===== src/rtl/clock_pkg.sv =====
// Shared clock-domain definitions: chime state encoding, BCD hour limits and
// the hour-to-strike conversion used by the hourly chime.
package clock_pkg;

  typedef enum logic [1:0] {
    ST_IDLE = 2'd0,
    ST_ON   = 2'd1,
    ST_OFF  = 2'd2
  } chime_state_e;

  localparam logic [3:0] BCD_HH_TENS_MAX = 4'd2;
  localparam logic [3:0] BCD_UNITS_MAX   = 4'd9;
  localparam int         HOUR_MAX        = 23;
  localparam int         STRIKE_MODULUS  = 12;

  function automatic logic bcd_hour_valid(input logic [7:0] hh);
    int h;
    h = 10 * int'(hh[7:4]) + int'(hh[3:0]);
    return (hh[7:4] <= BCD_HH_TENS_MAX) && (hh[3:0] <= BCD_UNITS_MAX) &&
           (h <= HOUR_MAX);
  endfunction

  // Midnight and noon strike twelve, not zero.
  function automatic logic [3:0] hour_to_strikes(input logic [7:0] hh);
    int h;
    int s;
    h = 10 * int'(hh[7:4]) + int'(hh[3:0]);
    s = h % STRIKE_MODULUS;
    if (s == 0) s = STRIKE_MODULUS;
    return 4'(s);
  endfunction

endpackage


===== src/rtl/tone_gen.sv =====
// Buzzer square-wave divider; output is high on the first enabled cycle and
// toggles every HALF cycles, restarting from the high phase on each enable.
module tone_gen #(
  parameter int HALF = 6000
) (
  input  logic clk,
  input  logic rst,
  input  logic en_i,
  output logic tone_o
);

  localparam int            CW     = (HALF > 1) ? $clog2(HALF) : 1;
  localparam logic [CW-1:0] RELOAD = CW'(HALF - 1);

  logic [CW-1:0] cnt_q, cnt_d;
  logic          phase_q, phase_d;

  always_ff @(posedge clk) begin
    if (rst) begin
      cnt_q   <= RELOAD;
      phase_q <= 1'b1;
    end else begin
      cnt_q   <= cnt_d;
      phase_q <= phase_d;
    end
  end

  always_comb begin
    cnt_d   = cnt_q;
    phase_d = phase_q;
    if (!en_i) begin
      cnt_d   = RELOAD;
      phase_d = 1'b1;
    end else if (cnt_q == '0) begin
      cnt_d   = RELOAD;
      phase_d = ~phase_q;
    end else begin
      cnt_d = cnt_q - CW'(1);
    end
  end

  assign tone_o = en_i & phase_q;

endmodule


===== src/rtl/hour_chime.sv =====
// Hourly chime sequencer: on the hour strobe, beeps h mod 12 times (12 for
// zero) with fixed on/off windows, reporting busy and a done pulse.
//
// state | meaning
// IDLE  | waiting for an on-the-hour strobe
// ON    | beep window, tone running
// OFF   | silent gap between beeps
module hour_chime
  import clock_pkg::*;
#(
  parameter int CLK_HZ    = 12_000_000,
  parameter int TONE_HALF = 6000,
  parameter int ON_CYC    = 2_400_000,
  parameter int OFF_CYC   = 3_600_000
) (
  input  logic        clk,
  input  logic        rst,
  input  logic        en,
  input  logic        flag,
  input  logic [23:0] time_in,
  output logic        beep,
  output logic        busy,
  output logic        done
);

  localparam int DUR_MAX = (ON_CYC > OFF_CYC) ? ON_CYC : OFF_CYC;
  localparam int DUR_W   = (DUR_MAX > 1) ? $clog2(DUR_MAX + 1) : 1;
  localparam logic [DUR_W-1:0] ON_LOAD  = DUR_W'(ON_CYC - 1);
  localparam logic [DUR_W-1:0] OFF_LOAD = DUR_W'(OFF_CYC - 1);

  chime_state_e     state_q, state_d;
  logic [DUR_W-1:0] dur_q, dur_d;
  logic [3:0]       strike_q, strike_d;
  logic             done_q, done_d;
  logic [7:0]       hh;

  logic unused_inputs;
  assign unused_inputs = ^time_in[15:0] ^ (CLK_HZ > 0);

  assign hh = time_in[23:16];

  always_ff @(posedge clk) begin
    if (rst) begin
      state_q  <= ST_IDLE;
      dur_q    <= '0;
      strike_q <= '0;
      done_q   <= 1'b0;
    end else begin
      state_q  <= state_d;
      dur_q    <= dur_d;
      strike_q <= strike_d;
      done_q   <= done_d;
    end
  end

  always_comb begin
    state_d  = state_q;
    dur_d    = dur_q;
    strike_d = strike_q;
    done_d   = 1'b0;
    if (!en) begin
      state_d  = ST_IDLE;
      dur_d    = '0;
      strike_d = '0;
    end else begin
      unique case (state_q)
        ST_IDLE: begin
          if (flag && bcd_hour_valid(hh)) begin
            strike_d = hour_to_strikes(hh);
            dur_d    = ON_LOAD;
            state_d  = ST_ON;
          end
        end
        ST_ON: begin
          if (dur_q == '0) begin
            strike_d = strike_q - 4'd1;
            if (strike_q == 4'd1) begin
              state_d = ST_IDLE;
              done_d  = 1'b1;
            end else begin
              state_d = ST_OFF;
              dur_d   = OFF_LOAD;
            end
          end else begin
            dur_d = dur_q - DUR_W'(1);
          end
        end
        ST_OFF: begin
          if (dur_q == '0) begin
            state_d = ST_ON;
            dur_d   = ON_LOAD;
          end else begin
            dur_d = dur_q - DUR_W'(1);
          end
        end
        default: begin
          state_d = ST_IDLE;
        end
      endcase
    end
  end

  tone_gen #(
    .HALF(TONE_HALF)
  ) u_tone (
    .clk   (clk),
    .rst   (rst),
    .en_i  (state_q == ST_ON),
    .tone_o(beep)
  );

  assign busy = (state_q != ST_IDLE);
  assign done = done_q;

endmodule


===== config.mk =====
export PLATFORM = sky130hd
export DESIGN_NAME = hour_chime
export DESIGN_NICKNAME = d
export VERILOG_FILES = /design/src/rtl/clock_pkg.sv /design/src/rtl/tone_gen.sv /design/src/rtl/hour_chime.sv
export SDC_FILE = /design/constraint.sdc
export NUM_CORES = 1
export LEC_CHECK = 0
export CAP_MARGIN = 30
export CORE_ASPECT_RATIO = 1.5
export CORE_MARGIN = 1.5
export CORE_UTILIZATION = 50
export DETAILED_ROUTE_END_ITERATION = 10
export PLACE_DENSITY = 0.71
export SLEW_MARGIN = 20
export SYNTH_ARGS = -nofsm -noshare
export SYNTH_HDL_FRONTEND = slang
export SYNTH_SLANG_ARGS = --single-unit

===== constraint.sdc =====
create_clock -name clk -period 6.7 [get_ports clk]
set_input_delay 1.34 -clock clk [delete_from_list [all_inputs] [get_ports clk]]
set_output_delay 1.34 -clock clk [all_outputs]
set_load 0.02 [all_outputs]

Yosys cells after proc, flatten, opt, wreduce, memory -nomap -nowiden
Index checks and enable logic that the tools add are counted.
W data, S select, Z words.
{ "word_totals": {"reg_bits": 43, "out_inout_bits": 3} }
{ "classes": {"addsub": 4, "div": 1, "n_bitwise": 5, "eq_ne": 7, "n_reduce_logical": 17, "n_lt_le_gt_ge": 3, "mux": 15, "mul": 1} }
{ "ops": {"columns": ["operator", "count"], "rows": [
  ["$mux W22", 4],
  ["$pmux W22 S3", 1],
  ["$le A32 B6 Y1 const B", 1],
  ["$logic_not A32 Y1", 1],
  ["$mod A32 B5 Y32 const B", 1],
  ["$logic_not A22 Y1", 1],
  ["$sub A22 B1 Y22 const B", 1],
  ["$logic_not A13 Y1", 1],
  ["$sub A13 B1 Y13 const B", 1],
  ["$mux W4", 3],
  ["$add A8 B4 Y9", 1],
  ["$reduce_and A3 Y1", 3],
  ["$mux W2", 4],
  ["$pmux W4 S2", 1],
  ["$mul A3 B4 Y7 const A", 1],
  ["$ne A2 B2 Y1 const B", 3],
  ["$pmux W2 S3", 1],
  ["$eq A4 B1 Y1 const B", 1],
  ["$le A4 B2 Y1 const B", 1],
  ["$le A4 B4 Y1 const B", 1],
  ["$not A1 Y1", 4],
  ["$reduce_bool A2 Y1", 2],
  ["$reduce_or A2 Y1", 2],
  ["$reduce_or A4 Y1", 1],
  ["other kinds (10)", 12]
]} }

Longest topological paths before layout
Gate-level depths: netlist of the first run.
{ "depth": {"depth_word": 7, "ltp_mapped": 17} }

By module
From an unflattened synthesis of the first run, not the netlist that was laid out.
{ "unflattened": {"cells_unflattened": 417, "area_unflattened_um2": 3234.4} }
{ "modules_own_cells": {"columns": ["mod", "n_inst", "seq_area_each_um2", "area_per_inst_um2", "cells_each"], "rows": [
  ["hour_chime", 1, 580.6, 2590.0, 347],
  ["tone_gen", 1, 280.3, 644.4, 70]
]} }

Least setup slack after synthesis of the first run
No wires, ideal clock.
{ "synth_timing": {"path_kind": "input to register", "startpoint": "in time_in[21]", "endpoint": "reg strike_q[2]", "path_buffers": 0, "t_arrival_ns": 4.867, "slack_ns": 1.759, "stages": 15, "cell_sequence": "ha_1 > ha_1 > inv_1 > fa_1 > nor2b_4 > nor3b_4 > and3_2 > ha_1 > o31a_1 > o21ai_2 > a2111oi_4 > a22o_1 > o31ai_1 > or3b_1 > a31oi_1"} }
{ "synth_via": {"elab_chain_len": 7, "elab_cells_between_ends": 14, "classes_between": "1 x add/sub; 1 x mul; 1 x div; 2 x order compare; 1 x eq/ne; 3 x mux; 5 x reduce/logical"} }
{ "synth_lines": {"columns": ["element", "line", "source"], "rows": [
  ["start, declared", "hour_chime.sv:20", "input logic [23:0] time_in,"],
  ["$mul A3 B4 Y7", "clock_pkg.sv:18, clock_pkg.sv:27", null],
  ["$add A8 B4 Y9", "clock_pkg.sv:18, clock_pkg.sv:27", null],
  ["$mod A32 B5 Y32 / $le A32 B6 Y1 (equally long branches)", "clock_pkg.sv:28, clock_pkg.sv:20", null],
  ["$logic_not A32 Y1 / $logic_and A1 B1 Y1 (equally long branches)", "clock_pkg.sv:29, clock_pkg.sv:19", null],
  ["$mux W4 / $logic_and A1 B1 Y1 (equally long branches)", "clock_pkg.sv:29, hour_chime.sv:68", null],
  ["$mux W4 / $ne A2 B2 Y1 (equally long branches)", null, null],
  ["$pmux W4 S2 / $reduce_and A3 Y1 (equally long branches)", null, null],
  ["end signal, assigned", "hour_chime.sv:51", "strike_q <= strike_d;"],
  ["end, declared", "hour_chime.sv:33", "logic [3:0] strike_q, strike_d;"]
]} }
Parallel ways exist; a longest one is shown, timed or not. The select of a mux whose other input is x is not followed.
A chain may end at the register's enable or synchronous reset.

Worst setup path in the final report of the first run
{ "layout_timing": {"startpoint": "in time_in[23]", "endpoint": "reg strike_q[3]"} }
The elaborated chain is that of the path after synthesis.

==> out/qor.csv, run 1 <==
stage,metric,value,unit
logic_synthesis,syn_area,0.00311,mm^2
die,die_height,99.6,um
critical_path,cpMaxStageDelayCell,a2111oi_4,
routing,dr.pass1.iters,4,
logic_synthesis,ys_seq_elements,43,
critical_path,required,6.90,ns
outcome,outcome,finished clean,
power_and_ir_drop,p_switching,205,uW
logic_synthesis,synth_cell_type_count,64,
critical_path,cp_num_buf_inv,4,
logic_synthesis,yosys_warnings,0,
clocking,htree_levels,2,
logic_synthesis,synth_area_leaders,"dfxtp_1, ha_1, nor2_1",
routing,via_per_inst,5.88,
die,io_pins,31,
clocking,post-cts-setup-buffer-count,0,
power_and_ir_drop,p_int,441,uW
critical_path,cp_top_family,compound AO/OA/AOI/OAI gates,
layout,final_core_utilization,55.4,%
timing,fin_tns_setup,0,ns
global_route,grt_pass1_wl,12.0,mm
layout,drive_gt1_share,7.48,%
power_and_ir_drop,swShare,31.7,%
critical_path,startpoint_type,primary input,
power_and_ir_drop,p_comb_share,28.1,%
min_path,holdCritPathClass,reg2reg,
routing,drt_iter0_markers,129,
logic_synthesis,ys.flop_type,dfxtp_1,
clocking,cts.sinks,43,
logic_synthesis,synth_top_cell_by_area,dfxtp_1,
clocking,insertion_delay,0.30,ns
timing,max_freq,179,MHz
routing,vias,2794,
layout,nNetsFinal,446,
timing,hold_viol,0,
place,gp_congestion,0.801,
timing,period_minus_slack,5.57,ns
run,max-cap-violations,0,
routing,drc,0,
logic_synthesis,netlist.area_leader.share,27.7,%
timing,grt_setup_unrepaired,false,
critical_path,cp_cell_sequence,clkdlybuf4s50_1 > buf_4 > ha_1 > ha_1 > inv_1 > fa_1 > nor2b_4 > and2_1 > o211a_1 > inv_1 > ha_1 > o31a_1 > o21ai_2 > a2111oi_4 > xor2_1 > a32oi_1 > mux2_2 > a21o_1,
critical_path,cp_slowest_stage_delay,0.62,ns
global_route,grt_pass1_vias,2658,
critical_path,crit_type,in2reg,
clocking,cts_root_buf,clkbuf_8,
die,fp.dieW,67.4,um
critical_path,critPathCaptureType,flip-flop,
routing,wl,6.88,mm
power_and_ir_drop,power_frac_seq,40.0,%
die,dieArea,0.00671,mm^2
timing,clock_skew,0.00457,ns
critical_path,path_common_cell,ha_1,
timing,slew_violations,0,
die,start_util,51.1,%
clocking,cts.repair.resized,0,
logic_synthesis,ys_seq_area_share,27.7,%
logic_synthesis,synth.most_common_cell,nor2_1,
global_route,grt_use_total,22.7,%
critical_path,crit_path_max_fanout,9,
routing,ant_nets,0,
critical_path,arrival,5.78,ns
power_and_ir_drop,clkPwrFrac,31.9,%
logic_synthesis,async_flop_share,0,%
die,core_area,0.00609,mm^2
die,rows,35,
power_and_ir_drop,p_leak,1.31,nW
place,place_hpwl,5.12,mm
global_route,overflow,0,
logic_synthesis,synth.avg_cell_area,7.85,um^2
layout,syn_to_final_growth,8.41,%
timing,setup_viol,0,
power_and_ir_drop,p_per_area,192,mW/mm^2
global_route,grt_max_degree,22,
power_and_ir_drop,ir_worst_vdd,0.100,mV
timing,worstMarginPinSlew,0.944,ns
layout,insertedDiodeCount,0,
clocking,cts_tree,yes,
place,io_buffers,14,
timing,relSlewSlack,36.6,%
clocking,cts_hold_buf,0,
routing,routedWlPerCell,14.5,um
clocking,clock_path_buffers,2,
timing,period_share,83.2,%
logic_synthesis,syn_nets,442,
logic_synthesis,synthTopCellsByCount,"nor2_1, dfxtp_1, nand2_1, a21oi_1, inv_1",
clocking,clk_pin_slew_worst_paths,0.09,ns
logic_synthesis,syn_inst,396,
global_route,antenna_found_initial,0,
logic_synthesis,synth_edf_count,0,
clocking,cts_inserted_buffers,5,
[routing by layer]
| metal | vias up | wire length, um | track usage, % |
|---|---|---|---|
| li1 | 1422 | - | - |
| met1 | 1327 | 2860 | 25.7 |
| met2 | 35 | 3770 | 43.4 |
| met3 | 10 | 125 | 1.81 |
| met4 | 0 | 121 | 6.91 |
| met5 | - | 0 | 0 |
[cell families (layout without fill, tap and decap cells)]
group / count (synthesis) / count (layout) / synth area share, %
adders and majority gates: 18 / 18 / 7.73
and+or+nand+nor: 169 / 169 / 28.4
buffers and inverters: 39 / 44 / 5.59
DFF: 43 / 43 / 27.7
muxes: 4 / 4 / 1.33
xor gates and xnor gates: 24 / 24 / 7.00
AOI/OAI and AO/OA: 99 / 99 / 22.3
[layout make-up]
class / instances / area [um^2]
Sequential cell: 43 / 861
Tap cell: 74 / 92.6
Fill cell: 587 / 2720
Inverter: 20 / 75.1
Timing Repair Buffer: 16 / 155
Clock inverter: 3 / 43.8
Multi-Input combinational cell: 314 / 2070
Clock buffer: 5 / 68.8
[layout by cell type, fill, tap and decap left out, types with 5 or more instances in the layout]
cell type | Yosys | final
nor2_1 | 52 | 52
dfxtp_1 | 43 | 43
nand2_1 | 35 | 35
a21oi_1 | 27 | 27
inv_1 | 20 | 20
o21ai_0 | 19 | 19
ha_1 | 16 | 16
xnor2_1 | 14 | 14
clkdlybuf4s50_1 | 0 | 14
nand3_1 | 12 | 12
nor3_1 | 12 | 12
xor2_1 | 9 | 9
nor2b_1 | 8 | 8
nor4_1 | 7 | 7
a31oi_1 | 7 | 7
and2_1 | 6 | 6
nand2b_1 | 6 | 6
or3_1 | 6 | 6
a21o_1 | 5 | 5
clkbuf_8 | 0 | 5
[metrics by stage]
step	area [um^2]	cells	power, mW	setup slack, ns	hold WS (ns)
after global placement	3260	467	0.440	0.939	0.373
after detailed placement	3260	467	0.443	0.875	0.387
after floorplan	3110	396	0.409	1.76	0.366
final	3370	475	0.646	1.13	0.400
after CTS	3370	475	0.648	1.16	0.406
after global routing	3370	475	0.680	0.831	0.431
[power by group through the flow]
stage               sequential (mW)  clock [mW]  combinational [mW]
finish                        0.258       0.206               0.181
global route                  0.259       0.220               0.201
CTS                           0.258       0.210               0.180
detailed placement            0.264           0               0.178
global placement              0.264           0               0.176
floorplan                     0.264           0               0.145
[path summary, 6_finish.rpt]
path	cells past startpoint	startpoint	end	slack, ns
setup / recovery	18	time_in[23]	strike_q[3]	1.13
setup reg to reg	10	dur_q[0]	dur_q[8]	3.40
hold reg to reg	1	u_tone.cnt_q[0]	u_tone.cnt_q[0]	0.40
hold / removal	1	u_tone.cnt_q[0]	u_tone.cnt_q[0]	0.40
[sequential cells by signal, indices dropped and copies added (netlist names)]
signal	cells
dur_q	22
u_tone.cnt_q	13
u_tone.phase_q	1
done	1
strike_q	4
state_q	2
Note: power is estimated with default switching activity, not from simulation.
==> run 2, diff against run 1 <==
- PLACE_DENSITY: 0.71 -> 0.74
- clock period: 6.7 -> 4.72 ns (I/O delays scaled with it)
==> out/qor.csv, run 2 (synthesis gave the netlist of run 1 again) <==
stage,metric,value,unit,change
timing,relSlewSlack,42.1,%,was 36.6%
layout,syn_to_final_growth,16.5,%,was 8.41%
layout,final_cell_mix,"nor2_1, dfxtp_1, nand2_1",,unchanged
die,dieArea,0.00671,mm^2,unchanged
timing,hold_viol,0,,unchanged
timing,grt_setup_unrepaired,false,,unchanged
timing,max_freq,226,MHz,
min_path,hold_path_startpoint,u_tone.cnt_q[0],,unchanged
place,place_hpwl,5.60,mm,was 5.12 mm
die,start_util,51.1,%,unchanged
layout,finalNonFillerCells,503,,was 475
critical_path,cp_cell_sequence,dlymetal6s2s_1 > ha_1 > ha_4 > inv_1 > fa_2 > nor2b_4 > a32oi_2 > o211a_1 > inv_1 > ha_1 > o31a_1 > o21ai_2 > a2111oi_4 > nor3_2 > o31ai_1 > or3b_1 > a31oi_1,,was clkdlybuf4s50_1 > buf_4 > ha_1 > ha_1 > inv_1 > fa_1 > nor2b_4 > and2_1 > o211a_1 > inv_1 > ha_1 > o31a_1 > o21ai_2 > a2111oi_4 > xor2_1 > a32oi_1 > mux2_2 > a21o_1
routing,via_per_inst,5.87,,was 5.88
min_path,holdPathStages,1,,unchanged
global_route,grt_use_total,22.8,%,was 22.7%
routing,drt_iter0_markers,168,,was 129
layout,final_common_cell,nor2_1,,unchanged
routing,vias,2955,,was 2794
critical_path,critPathCaptureType,flip-flop,,unchanged
clocking,htree_levels,2,,unchanged
power_and_ir_drop,clkPwrFrac,26.4,%,was 31.9%
global_route,grt_pass1_wl,12.2,mm,was 12.0 mm
timing,period_minus_slack,4.43,ns,
routing,ant_nets,0,,unchanged
global_route,use_met2,44.0,%,was 43.4%
place,placedCellCount,490,,was 467
critical_path,cp_slowest_stage_delay,0.59,ns,was 0.62 ns
critical_path,cp_num_buf_inv,3,,was 4
clocking,cts.sinks,43,,unchanged
layout,insertedDiodeCount,0,,unchanged
power_and_ir_drop,power,912,uW,was 646 uW
die,core_area,0.00609,mm^2,unchanged
critical_path,endpoint,strike_q[2],,was strike_q[3]
layout,final_cell_area,0.00362,mm^2,was 0.00337 mm^2
clocking,clock_path_buffers,2,,unchanged
die,die_height,99.6,um,unchanged
clocking,cts_tree,yes,,unchanged
clocking,clk_pin_slew_worst_paths,0.09,ns,about the same
layout,drive_gt1_share,14.9,%,was 7.48%
clocking,cts_inserted_buffers,5,,unchanged
critical_path,critical_path_depth,17,,was 18
layout,nNetsFinal,474,,was 446
place,gp_congestion,0.835,,was 0.801
critical_path,r2r-start,dur_q[0],,unchanged
layout,largest_reg_flops,22,,unchanged
critical_path,cp_top_family,compound AO/OA/AOI/OAI gates,,unchanged
power_and_ir_drop,swShare,33.3,%,was 31.7%
clocking,cts_root_buf,clkbuf_8,,unchanged
timing,setup_viol,0,,unchanged
routing,drc,0,,unchanged
global_route,grt_max_degree,22,,unchanged
die,rows,35,,unchanged
critical_path,required,4.95,ns,was 6.90 ns
timing,worstMarginPinSlew,0.865,ns,was 0.944 ns
power_and_ir_drop,p_leak,1.48,nW,was 1.31 nW
global_route,grtUsageMet3,2.71,%,was 1.81%
layout,largestRegisters,"dur_q: 22 flops, u_tone.cnt_q: 13 flops, strike_q: 4 flops",,unchanged
die,fp.dieW,67.4,um,unchanged
timing,slew_violations,0,,unchanged
power_and_ir_drop,ir_worst_vdd,0.150,mV,was 0.100 mV
power_and_ir_drop,power_frac_seq,40.2,%,was 40.0%
critical_path,startpoint_type,primary input,,unchanged
routing,dr.pass1.iters,6,,was 4
critical_path,r2r_cells,10,,unchanged
routing,routedWlPerCell,14.6,um,was 14.5 um
clocking,insertion_delay,0.30,ns,about the same
power_and_ir_drop,p_comb_share,33.3,%,was 28.1%
place,dpl_cell_area,0.00344,mm^2,was 0.00326 mm^2
timing,clock_skew,0.00363,ns,was 0.00457 ns
power_and_ir_drop,p_switching,304,uW,was 205 uW
global_route,top_usage_layer,met2,,unchanged
timing,period_share,93.8,%,
critical_path,arrival,4.66,ns,was 5.78 ns
place,io_buffers,14,,unchanged
min_path,holdCritPathClass,reg2reg,,unchanged
global_route,grt_util_met1,22.8,%,was 25.7%
run,max-cap-violations,0,,unchanged
global_route,antenna_found_initial,0,,unchanged
power_and_ir_drop,p_per_area,252,mW/mm^2,was 192 mW/mm^2
critical_path,r2r_end,dur_q[14],,was dur_q[8]
critical_path,startpoint,time_in[23],,unchanged
critical_path,timing.reg2reg.setup_slack,1.59,ns,was 3.40 ns
power_and_ir_drop,p_int,609,uW,was 441 uW
critical_path,crit_path_max_fanout,8,,was 9
global_route,grt_pass1_vias,2934,,was 2658
critical_path,cpMaxStageDelayCell,a2111oi_4,,unchanged
timing,hold_slack,0.399,ns,was 0.400 ns
die,io_pins,31,,unchanged
layout,regMostFlops,dur_q,,unchanged
outcome,outcome,finished clean,,unchanged
global_route,overflow,0,,unchanged
critical_path,crit_type,in2reg,,unchanged
routing,wl,7.33,mm,was 6.88 mm
-- run 2: through the flow --
| step | worst slack (ns) | util, % | setup TNS, ns |
|---|---|---|---|
| after floorplan | 0.175 | - | 0 |
| after global placement | -0.277 | 56.6 | -0.552 |
| after detailed placement | -0.418 | 56.6 | -0.816 |
| after CTS | 0.000216 | 58.8 | 0 |
| after global routing | 0.0846 | 59.5 | 0 |
| final | 0.293 | 59.5 | 0 |
-- run 2: power groups by stage --
stage / sequential [mW] / clock [mW] / combinational, mW
after global routing: 0.367 / 0.258 / 0.334
after CTS: 0.367 / 0.245 / 0.293
final: 0.367 / 0.241 / 0.304
after detailed placement: 0.375 / 0 / 0.282
after floorplan: 0.375 / 0 / 0.206
after global placement: 0.375 / 0 / 0.275
-- run 2: how the worst min path moves through the flow --
stage / to / slack [ns]
after global routing: u_tone.cnt_q[0] / 0.42
after detailed placement: u_tone.cnt_q[0] / 0.39
after CTS: u_tone.cnt_q[0] / 0.41
final: u_tone.cnt_q[0] / 0.40
after floorplan: u_tone.cnt_q[0] / 0.37
after global placement: u_tone.cnt_q[0] / 0.38
-- run 2: area by class of cell --
type                       count  area [um^2]
timing repair buffer          44          388
clock inverter                 3         25.0
inverter                      20         75.1
multi-input combinational    314         2110
fill                         579         2470
tap                           74         92.6
sequential                    43          861
clock buffer                   5         68.8
-- run 2: per-layer routing --
metal  wire length, um  up-vias
li1                  -     1476
met1              2780     1385
met2              4080       69
met3               204       25
met4               267        0
met5                 0        -
-- run 2: timing repair --
action | CTS | global route
cloned | 0 | 0
hold buffers | 0 | 0
setup endpoints to repair | 2 | 2
resized for setup | 3 | 9
setup buffers | 4 | 1
pin swaps | 7 | 8
hold endpoints to repair | 0 | 0
==> run 3, diff against run 2 <==
- clock period: 4.72 -> 3.9 ns (I/O delays scaled with it)
==> out/qor.csv, run 3 (synthesis gave the netlist of run 1 again) <==
stage,metric,value,unit,change
outcome,outcome,"complete, but fails checks",,was finished clean
outcome,violations,negative setup slack,,
routing,routedWlPerCell,14.9,um,was 14.6 um
place,dpl_cell_area,0.00363,mm^2,was 0.00344 mm^2
timing,period_share,102,%,
die,start_util,51.1,%,unchanged
global_route,antenna_found_initial,0,,unchanged
timing,setup_viol,2,,was 0
min_path,holdPathStages,1,,unchanged
die,fp.dieW,67.4,um,unchanged
power_and_ir_drop,p_leak,1.57,nW,was 1.48 nW
layout,finalNonFillerCells,528,,was 503
clocking,clock_path_buffers,2,,unchanged
layout,drive_gt1_share,21.6,%,was 14.9%
timing,period_minus_slack,3.99,ns,
clocking,cts_root_buf,clkbuf_8,,unchanged
power_and_ir_drop,p_per_area,305,mW/mm^2,was 252 mW/mm^2
layout,largestRegisters,"dur_q: 22 flops, u_tone.cnt_q: 13 flops, strike_q: 4 flops",,unchanged
timing,clock_skew,0.00664,ns,was 0.00363 ns
critical_path,crit_type,in2reg,,unchanged
critical_path,startpoint_type,primary input,,unchanged
critical_path,cp_cell_sequence,buf_8 > ha_4 > ha_4 > inv_2 > fa_2 > nor2b_4 > a32oi_2 > o211a_1 > inv_2 > ha_4 > o31a_1 > o21ai_4 > a2111oi_4 > xor2_1 > a311oi_1 > mux2_4 > a21o_1,,was dlymetal6s2s_1 > ha_1 > ha_4 > inv_1 > fa_2 > nor2b_4 > a32oi_2 > o211a_1 > inv_1 > ha_1 > o31a_1 > o21ai_2 > a2111oi_4 > nor3_2 > o31ai_1 > or3b_1 > a31oi_1
layout,fillerInstances,534,,was 579
routing,ant_nets,0,,unchanged
routing,drc,0,,unchanged
critical_path,arrival,4.20,ns,was 4.66 ns
routing,drt_iter0_markers,180,,was 168
routing,wl,7.88,mm,was 7.33 mm
layout,largest_reg_flops,22,,unchanged
layout,final_core_utilization,63.5,%,was 59.5%
timing,grt_setup_unrepaired,true,,was false
critical_path,required,4.11,ns,was 4.95 ns
global_route,overflow,0,,unchanged
layout,syn_to_final_growth,24.2,%,was 16.5%
die,io_pins,31,,unchanged
min_path,whs_endpoint,u_tone.cnt_q[0],,unchanged
global_route,grt_use_total,25.4,%,was 22.8%
critical_path,cpMaxStageDelayCell,fa_2,,was a2111oi_4
critical_path,cp_slowest_stage_delay,0.55,ns,was 0.59 ns
die,rows,35,,unchanged
routing,vias,3093,,was 2955
place,placedCellCount,511,,was 490
timing,slew_violations,0,,unchanged
critical_path,crit_path_max_fanout,5,,was 8
layout,nNetsFinal,499,,was 474
global_route,grt_pass1_vias,3006,,was 2934
critical_path,path_common_cell,ha_4,,
clocking,clk_pin_slew_worst_paths,0.09,ns,about the same
die,die_height,99.6,um,unchanged
layout,regMostFlops,dur_q,,unchanged
critical_path,r2r-start,dur_q[0],,unchanged
place,io_buffers,14,,unchanged
clocking,cts_inserted_buffers,5,,unchanged
min_path,hold_path_startpoint,u_tone.cnt_q[0],,unchanged
timing,max_freq,251,MHz,
timing,hold_slack,0.400,ns,was 0.399 ns
timing,worstMarginPinSlew,0.856,ns,was 0.865 ns
run,max-cap-violations,0,,unchanged
place,dp_worst_setup_slack,-0.880,ns,was -0.418 ns
layout,final_cell_mix,"buf_4, nor2_1, dfxtp_1",,"was nor2_1, dfxtp_1, nand2_1"
clocking,htree_levels,2,,unchanged
critical_path,r2r_end,dur_q[19],,was dur_q[14]
place,gp_congestion,0.891,,was 0.835
critical_path,r2r_cells,9,,was 10
power_and_ir_drop,ir_worst_vdd,0.184,mV,was 0.150 mV
routing,dr.pass1.iters,5,,was 6
timing,relSlewSlack,42.7,%,was 42.1%
clocking,insertion_delay,0.31,ns,was 0.30 ns
layout,final_common_cell,buf_4,,was nor2_1
global_route,grt_max_degree,20,,was 22
timing,hold_viol,0,,unchanged
clocking,cts.sinks,43,,unchanged
place,place_hpwl,5.76,mm,was 5.60 mm
timing,postLayoutSetupSlackWorst,-0.0857,ns,was 0.293 ns
layout,insertedDiodeCount,0,,unchanged
min_path,holdCritPathClass,reg2reg,,unchanged
clocking,cts_tree,yes,,unchanged
die,core_area,0.00609,mm^2,unchanged
global_route,grt_pass1_wl,13.4,mm,was 12.2 mm
die,dieArea,0.00671,mm^2,unchanged
layout,final_cell_area,0.00386,mm^2,was 0.00362 mm^2
timing,fin_tns_setup,-0.140,ns,was 0 ns
critical_path,critPathCaptureType,flip-flop,,unchanged
routing,via_per_inst,5.86,,was 5.87
critical_path,timing.reg2reg.setup_slack,0.87,ns,was 1.59 ns
power_and_ir_drop,power,1.18,mW,was 912 uW
==> run 3: cell count changes in the layout (fill, tap and decap cells not counted), sizes merged <==
cell           before  now
clkinv              2    0
dlygate4sd2         0    2
dlymetal6s2s        4    0
a2111oi             1    2
inv                20   21
clkdlybuf4s50      10    8
buf                30   58
clkinvlp            1    2
==> run 3: layout make-up <==
type	instances	area [um^2]	area share (%)
clock buffers	5	68.8	1.78
clock inverters	3	23.8	0.615
inverters	20	75.1	1.94
repair buffers	68	547	14.2
flip-flops and latches	43	861	22.3
multi-input cells	315	2190	56.8
well taps	74	92.6	2.40
==> run 3: where the power goes <==
part           internal [mW]  switching, mW
clock network          0.128          0.172
logic                  0.208          0.227
registers              0.441        0.00282
total                  0.777          0.401
==> run 3: layer usage <==
metal  wire [um]  track usage (%)  part of all wire, %
met5           0                0                    0
met4         298             12.9                  3.8
met3         278             3.17                  3.5
met2        4220             45.5                   54
met1        3080             28.3                   39
==> run 3: what timing repair did <==
item / CTS / global route
pin swaps: 18 / 2
setup endpoints to repair: 17 / 2
cloned: 1 / 0
resized for setup: 34 / 2
hold buffers: 0 / 0
buffers inserted: 7 / 1
==> run 3: worst max-delay path by stage <==
stage	end	slack (ns)	startpoint
3_3_place_gp	strike_q[3]	-0.79	time_in[23]
6_report	strike_q[3]	-0.09	time_in[21]
3_5_place_dp	strike_q[3]	-0.88	time_in[23]
2_1_floorplan	strike_q[2]	-0.34	time_in[23]
5_1_grt	strike_q[3]	-0.15	time_in[21]
4_1_cts	strike_q[3]	-0.04	time_in[23]
==> run 3: critical path: cells and delay by family <==
| family | cells | cell delay, ns |
|---|---|---|
| fa+ha+maj | 4 | 1.21 |
| compound gates | 7 | 1.45 |
| xor+xnor | 1 | 0.23 |
| simple gates | 1 | 0.06 |
| buf+inv | 3 | 0.18 |
| mux | 1 | 0.29 |
